`src/rtl/sdram_arb_pkg.sv`:
```
// Shared types and constants for the SDRAM CPU-port arbiter.
// Requester indices, FSM encoding and slot length.
package sdram_arb_pkg;

    localparam int REQ_CPU  = 0;
    localparam int REQ_FDC  = 1;
    localparam int REQ_LD   = 2;
    localparam int SLOT_LEN = 8;

    typedef enum logic [1:0] {
        ST_IDLE,
        ST_WAIT,
        ST_ACTIVE,
        ST_DONE
    } arb_state_t;

    typedef struct packed {
        logic        wr;
        logic [22:0] addr;
        logic [1:0]  bank;
        logic [7:0]  din;
    } req_t;

endpackage

```
`src/rtl/sdram_port_arb_if.sv`:
```
// Requester and controller side signals of the SDRAM port arbiter.
// master: bus logic plus controller; slave: the arbiter.
interface sdram_port_arb_if;

    logic        cpu_req, fdc_req, ld_req;
    logic        cpu_wr, fdc_wr, ld_wr;
    logic [22:0] cpu_addr, fdc_addr, ld_addr;
    logic [1:0]  cpu_bank, fdc_bank, ld_bank;
    logic [7:0]  cpu_din, fdc_din, ld_din;
    logic        cpu_ack, fdc_ack, ld_ack;
    logic [7:0]  rdata;
    logic        clkref;
    logic        oe, we;
    logic [22:0] addr;
    logic [1:0]  bank;
    logic [7:0]  din;
    logic [7:0]  dout;

    modport master (
        output cpu_req, fdc_req, ld_req,
        output cpu_wr, fdc_wr, ld_wr,
        output cpu_addr, fdc_addr, ld_addr,
        output cpu_bank, fdc_bank, ld_bank,
        output cpu_din, fdc_din, ld_din,
        output dout,
        input  cpu_ack, fdc_ack, ld_ack,
        input  rdata, clkref, oe, we,
        input  addr, bank, din
    );

    modport slave (
        input  cpu_req, fdc_req, ld_req,
        input  cpu_wr, fdc_wr, ld_wr,
        input  cpu_addr, fdc_addr, ld_addr,
        input  cpu_bank, fdc_bank, ld_bank,
        input  cpu_din, fdc_din, ld_din,
        input  dout,
        output cpu_ack, fdc_ack, ld_ack,
        output rdata, clkref, oe, we,
        output addr, bank, din
    );

endinterface

```
`src/rtl/sdram_port_arb_rr_pick2.sv`:
```
// Round-robin choice between FDC and loader; owns the rr bit.
// rr flips on every FDC/loader grant, whichever of the two won.
module rr_pick2 (
    input  logic clk,
    input  logic reset,
    input  logic fdc_req,
    input  logic ld_req,
    input  logic adv,
    output logic pick_ld
);

    logic rr;

    always_ff @(posedge clk or posedge reset) begin
        if (reset)
            rr <= 1'b0;
        else if (adv)
            rr <= ~rr;
    end

    always_comb pick_ld = ld_req & (~fdc_req | rr);

endmodule

```
`src/rtl/sdram_port_arb.sv`:
```
// Three-way arbiter for the SDRAM controller's byte-wide CPU port.
// Issues one oe/we strobe per slot and returns data with a 1-cycle ack.
module sdram_port_arb
    import sdram_arb_pkg::*;
#(
    parameter int ISSUE_PH    = 7,
    parameter int CAPTURE_LAT = 10
) (
    input  logic             clk,
    input  logic             reset,
    sdram_port_arb_if.slave  bus
);

    localparam int LCW = $clog2(CAPTURE_LAT);
    localparam logic [LCW-1:0] LC_LAST = LCW'(CAPTURE_LAT - 1);
    localparam logic [2:0]     PH_ISS  = 3'(ISSUE_PH);

    arb_state_t     state;
    logic [2:0]     ph;
    logic [2:0]     ph_nxt;
    logic [LCW-1:0] lc;
    logic [1:0]     win;
    logic           wr_q;
    logic [2:0]     ack;

    req_t       r_cpu, r_fdc, r_ld, g;
    logic [1:0] sel;
    logic       any_req, pick_ld, issue, adv;

    assign r_cpu = '{bus.cpu_wr, bus.cpu_addr, bus.cpu_bank, bus.cpu_din};
    assign r_fdc = '{bus.fdc_wr, bus.fdc_addr, bus.fdc_bank, bus.fdc_din};
    assign r_ld  = '{bus.ld_wr, bus.ld_addr, bus.ld_bank, bus.ld_din};

    assign any_req = bus.cpu_req | bus.fdc_req | bus.ld_req;
    assign issue   = (state == ST_WAIT) && (ph == PH_ISS);
    assign adv     = issue && !bus.cpu_req && any_req;
    assign ph_nxt  = ph + 3'd1;

    rr_pick2 u_rr (
        .clk     (clk),
        .reset   (reset),
        .fdc_req (bus.fdc_req),
        .ld_req  (bus.ld_req),
        .adv     (adv),
        .pick_ld (pick_ld)
    );

    // CPU beats everyone; otherwise the round-robin pick decides.
    always_comb begin
        sel = 2'(REQ_FDC);
        g   = r_fdc;
        if (bus.cpu_req) begin
            sel = 2'(REQ_CPU);
            g   = r_cpu;
        end else if (pick_ld) begin
            sel = 2'(REQ_LD);
            g   = r_ld;
        end
    end

    // clkref is computed from the next phase so it lines up with ph.
    always_ff @(posedge clk or posedge reset) begin
        if (reset) begin
            ph         <= 3'd0;
            bus.clkref <= 1'b0;
        end else begin
            ph         <= ph_nxt;
            bus.clkref <= ~ph_nxt[2];
        end
    end

    always_ff @(posedge clk or posedge reset) begin
        if (reset) begin
            state     <= ST_IDLE;
            lc        <= '0;
            win       <= 2'd0;
            wr_q      <= 1'b0;
            ack       <= 3'b000;
            bus.oe    <= 1'b0;
            bus.we    <= 1'b0;
            bus.rdata <= 8'hFF;
            bus.addr  <= 23'd0;
            bus.bank  <= 2'd0;
            bus.din   <= 8'd0;
        end else begin
            ack <= 3'b000;
            unique case (state)
                ST_IDLE: begin
                    if (any_req)
                        state <= ST_WAIT;
                end
                ST_WAIT: begin
                    if (ph == PH_ISS) begin
                        if (any_req) begin
                            win      <= sel;
                            wr_q     <= g.wr;
                            bus.addr <= g.addr;
                            bus.bank <= g.bank;
                            bus.din  <= g.din;
                            bus.oe   <= ~g.wr;
                            bus.we   <= g.wr;
                            lc       <= '0;
                            state    <= ST_ACTIVE;
                        end else begin
                            state <= ST_IDLE;
                        end
                    end
                end
                ST_ACTIVE: begin
                    lc <= lc + 1'b1;
                    if (lc == LC_LAST) begin
                        if (!wr_q)
                            bus.rdata <= bus.dout;
                        bus.oe <= 1'b0;
                        bus.we <= 1'b0;
                        ack    <= 3'b001 << win;
                        state  <= ST_DONE;
                    end
                end
                ST_DONE: state <= ST_IDLE;
                default: state <= ST_IDLE;
            endcase
        end
    end

    assign bus.cpu_ack = ack[REQ_CPU];
    assign bus.fdc_ack = ack[REQ_FDC];
    assign bus.ld_ack  = ack[REQ_LD];

endmodule

```
`src/flat_wrapper.sv`:
```
// flat-port wrapper written by rule: the top's interface ports become plain ports
module sdram_port_arb_flat import sdram_arb_pkg::*;
#(
    parameter int ISSUE_PH    = 7,
    parameter int CAPTURE_LAT = 10
)
  (clk, reset, bus_cpu_req, bus_fdc_req, bus_ld_req, bus_cpu_wr, bus_fdc_wr, bus_ld_wr, bus_cpu_addr, bus_fdc_addr, bus_ld_addr, bus_cpu_bank, bus_fdc_bank, bus_ld_bank, bus_cpu_din, bus_fdc_din, bus_ld_din, bus_dout, bus_cpu_ack, bus_fdc_ack, bus_ld_ack, bus_rdata, bus_clkref, bus_oe, bus_we, bus_addr, bus_bank, bus_din);
  sdram_port_arb_if bus_i ();
  input  logic clk;
  input  logic reset;
  input wire logic [$bits(bus_i.cpu_req)-1:0] bus_cpu_req;
  input wire logic [$bits(bus_i.fdc_req)-1:0] bus_fdc_req;
  input wire logic [$bits(bus_i.ld_req)-1:0] bus_ld_req;
  input wire logic [$bits(bus_i.cpu_wr)-1:0] bus_cpu_wr;
  input wire logic [$bits(bus_i.fdc_wr)-1:0] bus_fdc_wr;
  input wire logic [$bits(bus_i.ld_wr)-1:0] bus_ld_wr;
  input wire logic [$bits(bus_i.cpu_addr)-1:0] bus_cpu_addr;
  input wire logic [$bits(bus_i.fdc_addr)-1:0] bus_fdc_addr;
  input wire logic [$bits(bus_i.ld_addr)-1:0] bus_ld_addr;
  input wire logic [$bits(bus_i.cpu_bank)-1:0] bus_cpu_bank;
  input wire logic [$bits(bus_i.fdc_bank)-1:0] bus_fdc_bank;
  input wire logic [$bits(bus_i.ld_bank)-1:0] bus_ld_bank;
  input wire logic [$bits(bus_i.cpu_din)-1:0] bus_cpu_din;
  input wire logic [$bits(bus_i.fdc_din)-1:0] bus_fdc_din;
  input wire logic [$bits(bus_i.ld_din)-1:0] bus_ld_din;
  input wire logic [$bits(bus_i.dout)-1:0] bus_dout;
  output wire logic [$bits(bus_i.cpu_ack)-1:0] bus_cpu_ack;
  output wire logic [$bits(bus_i.fdc_ack)-1:0] bus_fdc_ack;
  output wire logic [$bits(bus_i.ld_ack)-1:0] bus_ld_ack;
  output wire logic [$bits(bus_i.rdata)-1:0] bus_rdata;
  output wire logic [$bits(bus_i.clkref)-1:0] bus_clkref;
  output wire logic [$bits(bus_i.oe)-1:0] bus_oe;
  output wire logic [$bits(bus_i.we)-1:0] bus_we;
  output wire logic [$bits(bus_i.addr)-1:0] bus_addr;
  output wire logic [$bits(bus_i.bank)-1:0] bus_bank;
  output wire logic [$bits(bus_i.din)-1:0] bus_din;
  assign bus_i.cpu_req = bus_cpu_req;
  assign bus_i.fdc_req = bus_fdc_req;
  assign bus_i.ld_req = bus_ld_req;
  assign bus_i.cpu_wr = bus_cpu_wr;
  assign bus_i.fdc_wr = bus_fdc_wr;
  assign bus_i.ld_wr = bus_ld_wr;
  assign bus_i.cpu_addr = bus_cpu_addr;
  assign bus_i.fdc_addr = bus_fdc_addr;
  assign bus_i.ld_addr = bus_ld_addr;
  assign bus_i.cpu_bank = bus_cpu_bank;
  assign bus_i.fdc_bank = bus_fdc_bank;
  assign bus_i.ld_bank = bus_ld_bank;
  assign bus_i.cpu_din = bus_cpu_din;
  assign bus_i.fdc_din = bus_fdc_din;
  assign bus_i.ld_din = bus_ld_din;
  assign bus_i.dout = bus_dout;
  assign bus_cpu_ack = bus_i.cpu_ack;
  assign bus_fdc_ack = bus_i.fdc_ack;
  assign bus_ld_ack = bus_i.ld_ack;
  assign bus_rdata = bus_i.rdata;
  assign bus_clkref = bus_i.clkref;
  assign bus_oe = bus_i.oe;
  assign bus_we = bus_i.we;
  assign bus_addr = bus_i.addr;
  assign bus_bank = bus_i.bank;
  assign bus_din = bus_i.din;
  sdram_port_arb #(.ISSUE_PH(ISSUE_PH), .CAPTURE_LAT(CAPTURE_LAT)) u_core (.clk(clk), .reset(reset), .bus(bus_i));
endmodule
```
`config.mk`:
```
export PLATFORM = sky130hd
export DESIGN_NAME = sdram_port_arb_flat
export DESIGN_NICKNAME = d
export VERILOG_FILES = /design/src/rtl/sdram_arb_pkg.sv /design/src/rtl/sdram_port_arb_if.sv /design/src/rtl/sdram_port_arb_rr_pick2.sv /design/src/rtl/sdram_port_arb.sv /design/src/flat_wrapper.sv
export SDC_FILE = /design/constraint.sdc
export NUM_CORES = 1
export LEC_CHECK = 0
export CAP_MARGIN = 30
export CORE_AREA = 8 8 95 97
export CTS_CLUSTER_DIAMETER = 60
export DETAILED_ROUTE_END_ITERATION = 10
export DIE_AREA = 0 0 103 105
export PLACE_DENSITY_LB_ADDON = 0.1
export SETUP_SLACK_MARGIN = 0.1
export SYNTH_ARGS = -nofsm -noshare
export SYNTH_HDL_FRONTEND = slang
export SYNTH_SLANG_ARGS = --single-unit
```
`constraint.sdc`:
```
create_clock -name clk -period 2.3 [get_ports clk]
set_clock_uncertainty 0.2 [all_clocks]
set_input_delay 0.23 -clock clk [delete_from_list [all_inputs] [get_ports clk]]
set_output_delay 0.23 -clock clk [all_outputs]
set_load 0.03 [all_outputs]
```
# ---- After elaboration in Yosys (flattened, before gate mapping)
# Cells that the tools add are included.
dict set report word_totals {
  out_inout_bits 47
  ff_bits 60
  wordCells 67
  in_bits 115
}
dict set report op_classes {
  eq_ne 9
  bitwise 9
  n_reduce_logical 11
  n_mux 21
  n_addsub 2
  shifts 1
}
# cell count
set op_table {}
lappend op_table {{$mux 34} 2}
lappend op_table {{$mux 2} 6}
lappend op_table {{$reduce_and 3->1} 4}
lappend op_table {{$mux 4} 2}
lappend op_table {{$pmux 2 s4} 1}
lappend op_table {{$pmux 4 s2} 1}
lappend op_table {{$mux 3} 2}
lappend op_table {{$ne 2x1->1 const B} 3}
lappend op_table {{$mux 1} 5}
lappend op_table {{$not 1->1} 5}
lappend op_table {{$add 4x1->4 const B} 1}
lappend op_table {{$eq 2x2->1 const B} 2}
lappend op_table {{$eq 4x4->1 const B} 1}
lappend op_table {{$pmux 1 s2} 2}
lappend op_table {{$reduce_and 4->1} 1}
lappend op_table {{$add 3x1->3 const B} 1}
lappend op_table {{$eq 3x3->1 const B} 1}
lappend op_table {{$logic_and 1x1->1} 3}
lappend op_table {{$or 1x1->1} 3}
lappend op_table {{$shl 1x2->3 const A} 1}
lappend op_table {{$eq 2x1->1 const B} 1}
lappend op_table {{$logic_not 2->1} 1}
lappend op_table {{$ne 2x2->1 const B} 1}
lappend op_table {{$reduce_bool 2->1} 1}
lappend op_table {{2 further kinds} 2}

# ---- Logic depth before layout (Yosys ltp)
dict set report depth {
  depth_word 9
  ltp_mapped 7
  mapped_depth_nobuf 6
}

# ---- Hierarchy
# Synthesis repeated with hierarchy kept, for this count alone.
dict set report hier_totals {
  cells_unflattened 268
  hier_area_um2 3057.9
}
# module seq_area_each_um2 instances area_each_um2 cells_per_inst
set by_module_without_submodules {}
lappend by_module_without_submodules {sdram_port_arb 1486.4 1 3005.4 263}
lappend by_module_without_submodules {rr_pick2 25.0 1 52.6 5}

# ---- Worst setup path after synthesis
# OpenSTA, ideal clock, no wires.
dict set report synth_timing {
  path_kind {register -> register}
  startpoint {register u_core.state[0]}
  endpoint {register u_core.bus.rdata[0]}
  period_less_slack_ns 1.900
  path_stages_with_launch 7
  arrival_ns 1.618
  t_required_ns 2.018
  setup_slack_ns 0.400
  path_buffers 1
  setup_ns 0.082
  path_cell_list {dfrtp_1 -> inv_1 -> ha_1 -> buf_2 -> nand4b_1 -> nor2_2 -> mux2_2}
}
dict set report synth_via {
  elab_chain_len 2
}
# element line_no
set synth_rtl {}
lappend synth_rtl {{start, declared} sdram_port_arb.sv:18} ;# arb_state_t state;
lappend synth_rtl {{start signal, assigned} sdram_port_arb.sv:74} ;# state <= ST_IDLE;
lappend synth_rtl {{start signal, assigned} sdram_port_arb.sv:90} ;# state <= ST_WAIT;
lappend synth_rtl {{start signal, assigned} sdram_port_arb.sv:103} ;# state <= ST_ACTIVE;
lappend synth_rtl {{$eq 2x2->1} sdram_port_arb.sv:87} ;# unique case (state)
lappend synth_rtl {{$reduce_and 3->1 (no source line)} -}
lappend synth_rtl {{end signal, assigned} sdram_port_arb.sv:113} ;# bus.rdata <= bus.dout;
lappend synth_rtl {{end, declared} sdram_port_arb_if.sv:39} ;# output rdata, clkref, oe, we,
# No other way between the ends.
# A chain may end at the register's enable or synchronous reset.

==> summary.md <==
| Metric | Value |
|---|---|
| Outcome | finished, final reports clean |
| Max-slew violation count | 0 |
| Post-Syn Nets | 378 |
| Fin crit share | 0.861 |
| CP required | 2.31 ns |
| Mapped cell area | 0.00280 mm^2 |
| Pin count of the biggest net entering global routing | 70 |
| Top_reg_cell synth | dfrtp_1 |
| Routed Wire Length | 9.18 mm |
| Root buf cell | clkbuf_8 |
| PD cells | 1050 mW/mm^2 |
| CTS tree | yes |
| Cell Area, Placed | 0.00451 mm^2 |
| Netlist cell types | 37 |
| Syn avg cell area | 11.0 um^2 |
| CTS Buffer Depth | 2 |
| Routed Antenna Nets | 0 |
| Final WS setup | 0.319 ns |
| Top cell type's share of synthesized area | 0.466 |
| Setup Buffers After CTS | 0 |
| HPWL after detailed placement | 7.03 mm |
| Worst stage delay on the critical path | 0.35 ns |
| Worst skew pair latency | 0.33 ns |
| Number of synthesized flops with an enable pin | 0 |
| Iteration-0 DRC count of the detailed router | 197 |
| DR WL/cell | 17.7 um |
| Die Wd | 103 um |
| Max_cap viols | 0 |
| Main area contributors after synthesis | dfrtp_1 47%, a222oi_1 12%, dfstp_2 7.5%, a21oi_1 5.9%, nor2_1 5.0% |
| Worst r2r src | u_core.ph[0] |
| CTS sink cnt | 60 |
| Buffer and inverter count on the worst path | 0 |
| Final setup viols | 0 |
| TNS Setup | 0 ns |
| Layout area overhead | 69.3% |
| Place WS | 0.172 ns |
| Vias/cell | 5.11 |
| Cell taking the most area after synthesis | dfrtp_1 |
| Nets | 536 |
| CP most frequent cell | ha_1 |
| Io pins | 162 |
| Reg2Reg Depth | 6 |
| Die Ht | 105 um |
| Worst path top cell family by delay | compound AO/OA/AOI/OAI gates |
| First-pass GRT wire length | 14.1 mm |
| Synth warnings | 0 |
| Hold Path Class | input pin to asynchronous set/reset pin |
| Initial antenna violation count | 0 |
| Worst-path maximum fanout | 3 |
| Placeable Area | 0.00753 mm^2 |
| Fmax | 505 MHz |
| All-Layer GR Usage | 0.166 |
| Post-synth ARST share | 1.00 |
| Crit Path Category | flop to flop |
| CTS buffer count | 9 |
| Rows | 32 |
| Fraction of layout cells with a size suffix above 1 | 0.105 |
| Cell breakdown of the critical path | ha_1 > ha_1 > nand2b_1 > a21boi_1 > o21ai_0 > a211o_1 |
| Measured slew at the worst slew-check pin | 0.658 ns |
| Mapped Cells | 255 |
| Diodes inserted | 0 |
| CP startpoint kind | flop |
| Hold WS | 0.0732 ns |
| RSZ-0062 raised after global routing | false |
| Final GP Congestion | 0.736 |
| Vias in the first global route | 2800 |
| H-Tree Depth | 3 |
| Final Critical Period | 1.98 ns |
| Via count | 2658 |
| Core Util, Final | 0.629 |
| Register area | 0.00151 mm^2 |
| Overflow after GRT | 0 |
| Fillers | 631 |
| IO Port Bufs | 161 |
| Peak supply drop | 0.669 mV |
| Multi-input logic area | 0.00115 mm^2 |
| Relative slew slack | 0.562 |
| Static Leak | 1.91 nW |
| CTS clk-pin slew, worst paths | 0.07 ns |
| Setup crit end kind | flop |
| DRC errors left | 0 |
| Full die area | 0.0108 mm^2 |
| Post-synthesis sequential element count | 60 |
| DR pass1 iterations | 6 |
| Crit-path slowest cell | dfrtp_1 |
| Reg2Reg Setup Slack | 0.32 ns |
| Sequential element share of the synthesized area | 0.541 |
| Arr. time, crit path | 1.99 ns |
| Final Hold Fails | 0 |
| Final Instance Area | 0.00473 mm^2 |
| Starting density of the core | 0.371 |
## worst min-delay path: stages
cell             delay, ns
clkdlybuf4s50_1       0.41
inv_2                 0.07
buf_12                0.28
## layer usage
metal	vias to the layer above	part of all wire	global-route usage
met5	-	0	0
met4	0	0.012	0.0620
met3	9	0.12	0.0657
met2	125	0.49	0.280
met1	1235	0.38	0.183
li1	1289	-	-
## metrics by stage
step / total power, mW / std cells
after floorplan: 2.88 / 255
after global placement: 3.92 / 504
after detailed placement: 3.95 / 504
after CTS: 5.01 / 520
after global routing: 5.25 / 520
final: 4.95 / 520
## final cells by class
cell class,count,share of cell area
sequential,60,0.319
timing repair buffer,167,0.358
clock buffer,9,0.0262
multi-input combinational,168,0.243
tap,102,0.0270
clock inverter,7,0.0214
inverter,7,0.00555
## synth_stat cells (5+ instances only)
cell type and n:
nand2_1 9, ha_1 8, dfrtp_1 52, a21oi_1 33, clkbuf_1 13, dfstp_2 8
mux2_2 9, nand2b_1 5, nor2_1 37, o21ai_0 7, inv_1 7, a222oi_1 33
## cells in the final DEF, fill, tap and decap left out, types with 2 or more instances in the layout
master	count
o21ai_0	7
clkinvlp_4	2
nor2_1	37
a222oi_1	33
clkdlybuf4s50_1	161
nand3_1	3
clkbuf_8	9
inv_1	6
dfstp_2	8
mux2_2	9
bufinv_16	2
nand2_1	9
a21oi_1	33
clkinv_4	3
nor3b_1	2
buf_12	3
buf_4	3
ha_1	8
dfrtp_1	52
nand2b_1	5
mux2i_1	2
## flip-flops by register name, summed over array words and instances (netlist names), named ones only
signal,count
u_core.bus.addr,23
u_core.bus.din,8
u_core.bus.rdata,8
u_core.lc,4
u_core.ack,3
u_core.ph,3
u_core.bus.bank,2
u_core.win,2
u_core.bus.clkref,1
u_core.bus.oe,1
u_core.bus.we,1
u_core.state,1
u_core.u_rr.rr,1
u_core.wr_q,1
## logic make-up after synthesis
kind of cell,count (synthesis),share of synthesized area
xor gates and xnor gates,1,0.00313
DFF,60,0.541
buffers and inverters,27,0.0483
adders and majority gates,8,0.0358
AOI/OAI and AO/OA,80,0.210
and+or+nand+nor,68,0.118
muxes,11,0.0434
## power breakdown
| group | switching (mW) | leakage [nW] | total [mW] | internal [mW] |
|---|---|---|---|---|
| Combinational | 1.26 | 1.10 | 2.28 | 1.02 |
| Clock | 0.426 | 0.106 | 1.04 | 0.614 |
| Sequential | 0.209 | 0.698 | 1.63 | 1.42 |
| Total | 1.89 | 1.91 | 4.95 | 3.06 |
## worst max-delay path by stage
stage / cells past startpoint / slack, ns / from / to
3_3_place_gp: 6 / 0.23 / bus_cpu_req / u_core.bus.din[3]
2_1_floorplan: 1 / 0.40 / reset / asynchronous set/reset pin
5_1_grt: 5 / 0.14 / flop / u_core.bus.din[6]
6_report: 6 / 0.32 / u_core.ph[0] / flop
3_5_place_dp: 5 / 0.17 / bus_ld_req / u_core.bus.we
4_1_cts: 6 / 0.23 / u_core.ph[0] / flop
## what timing repair did
action,in CTS,in global routing
gates resized for setup,0,1
endpoints found under the setup margin,0,1
hold buffers,0,0
Note: power is estimated with default switching activity, not from simulation.
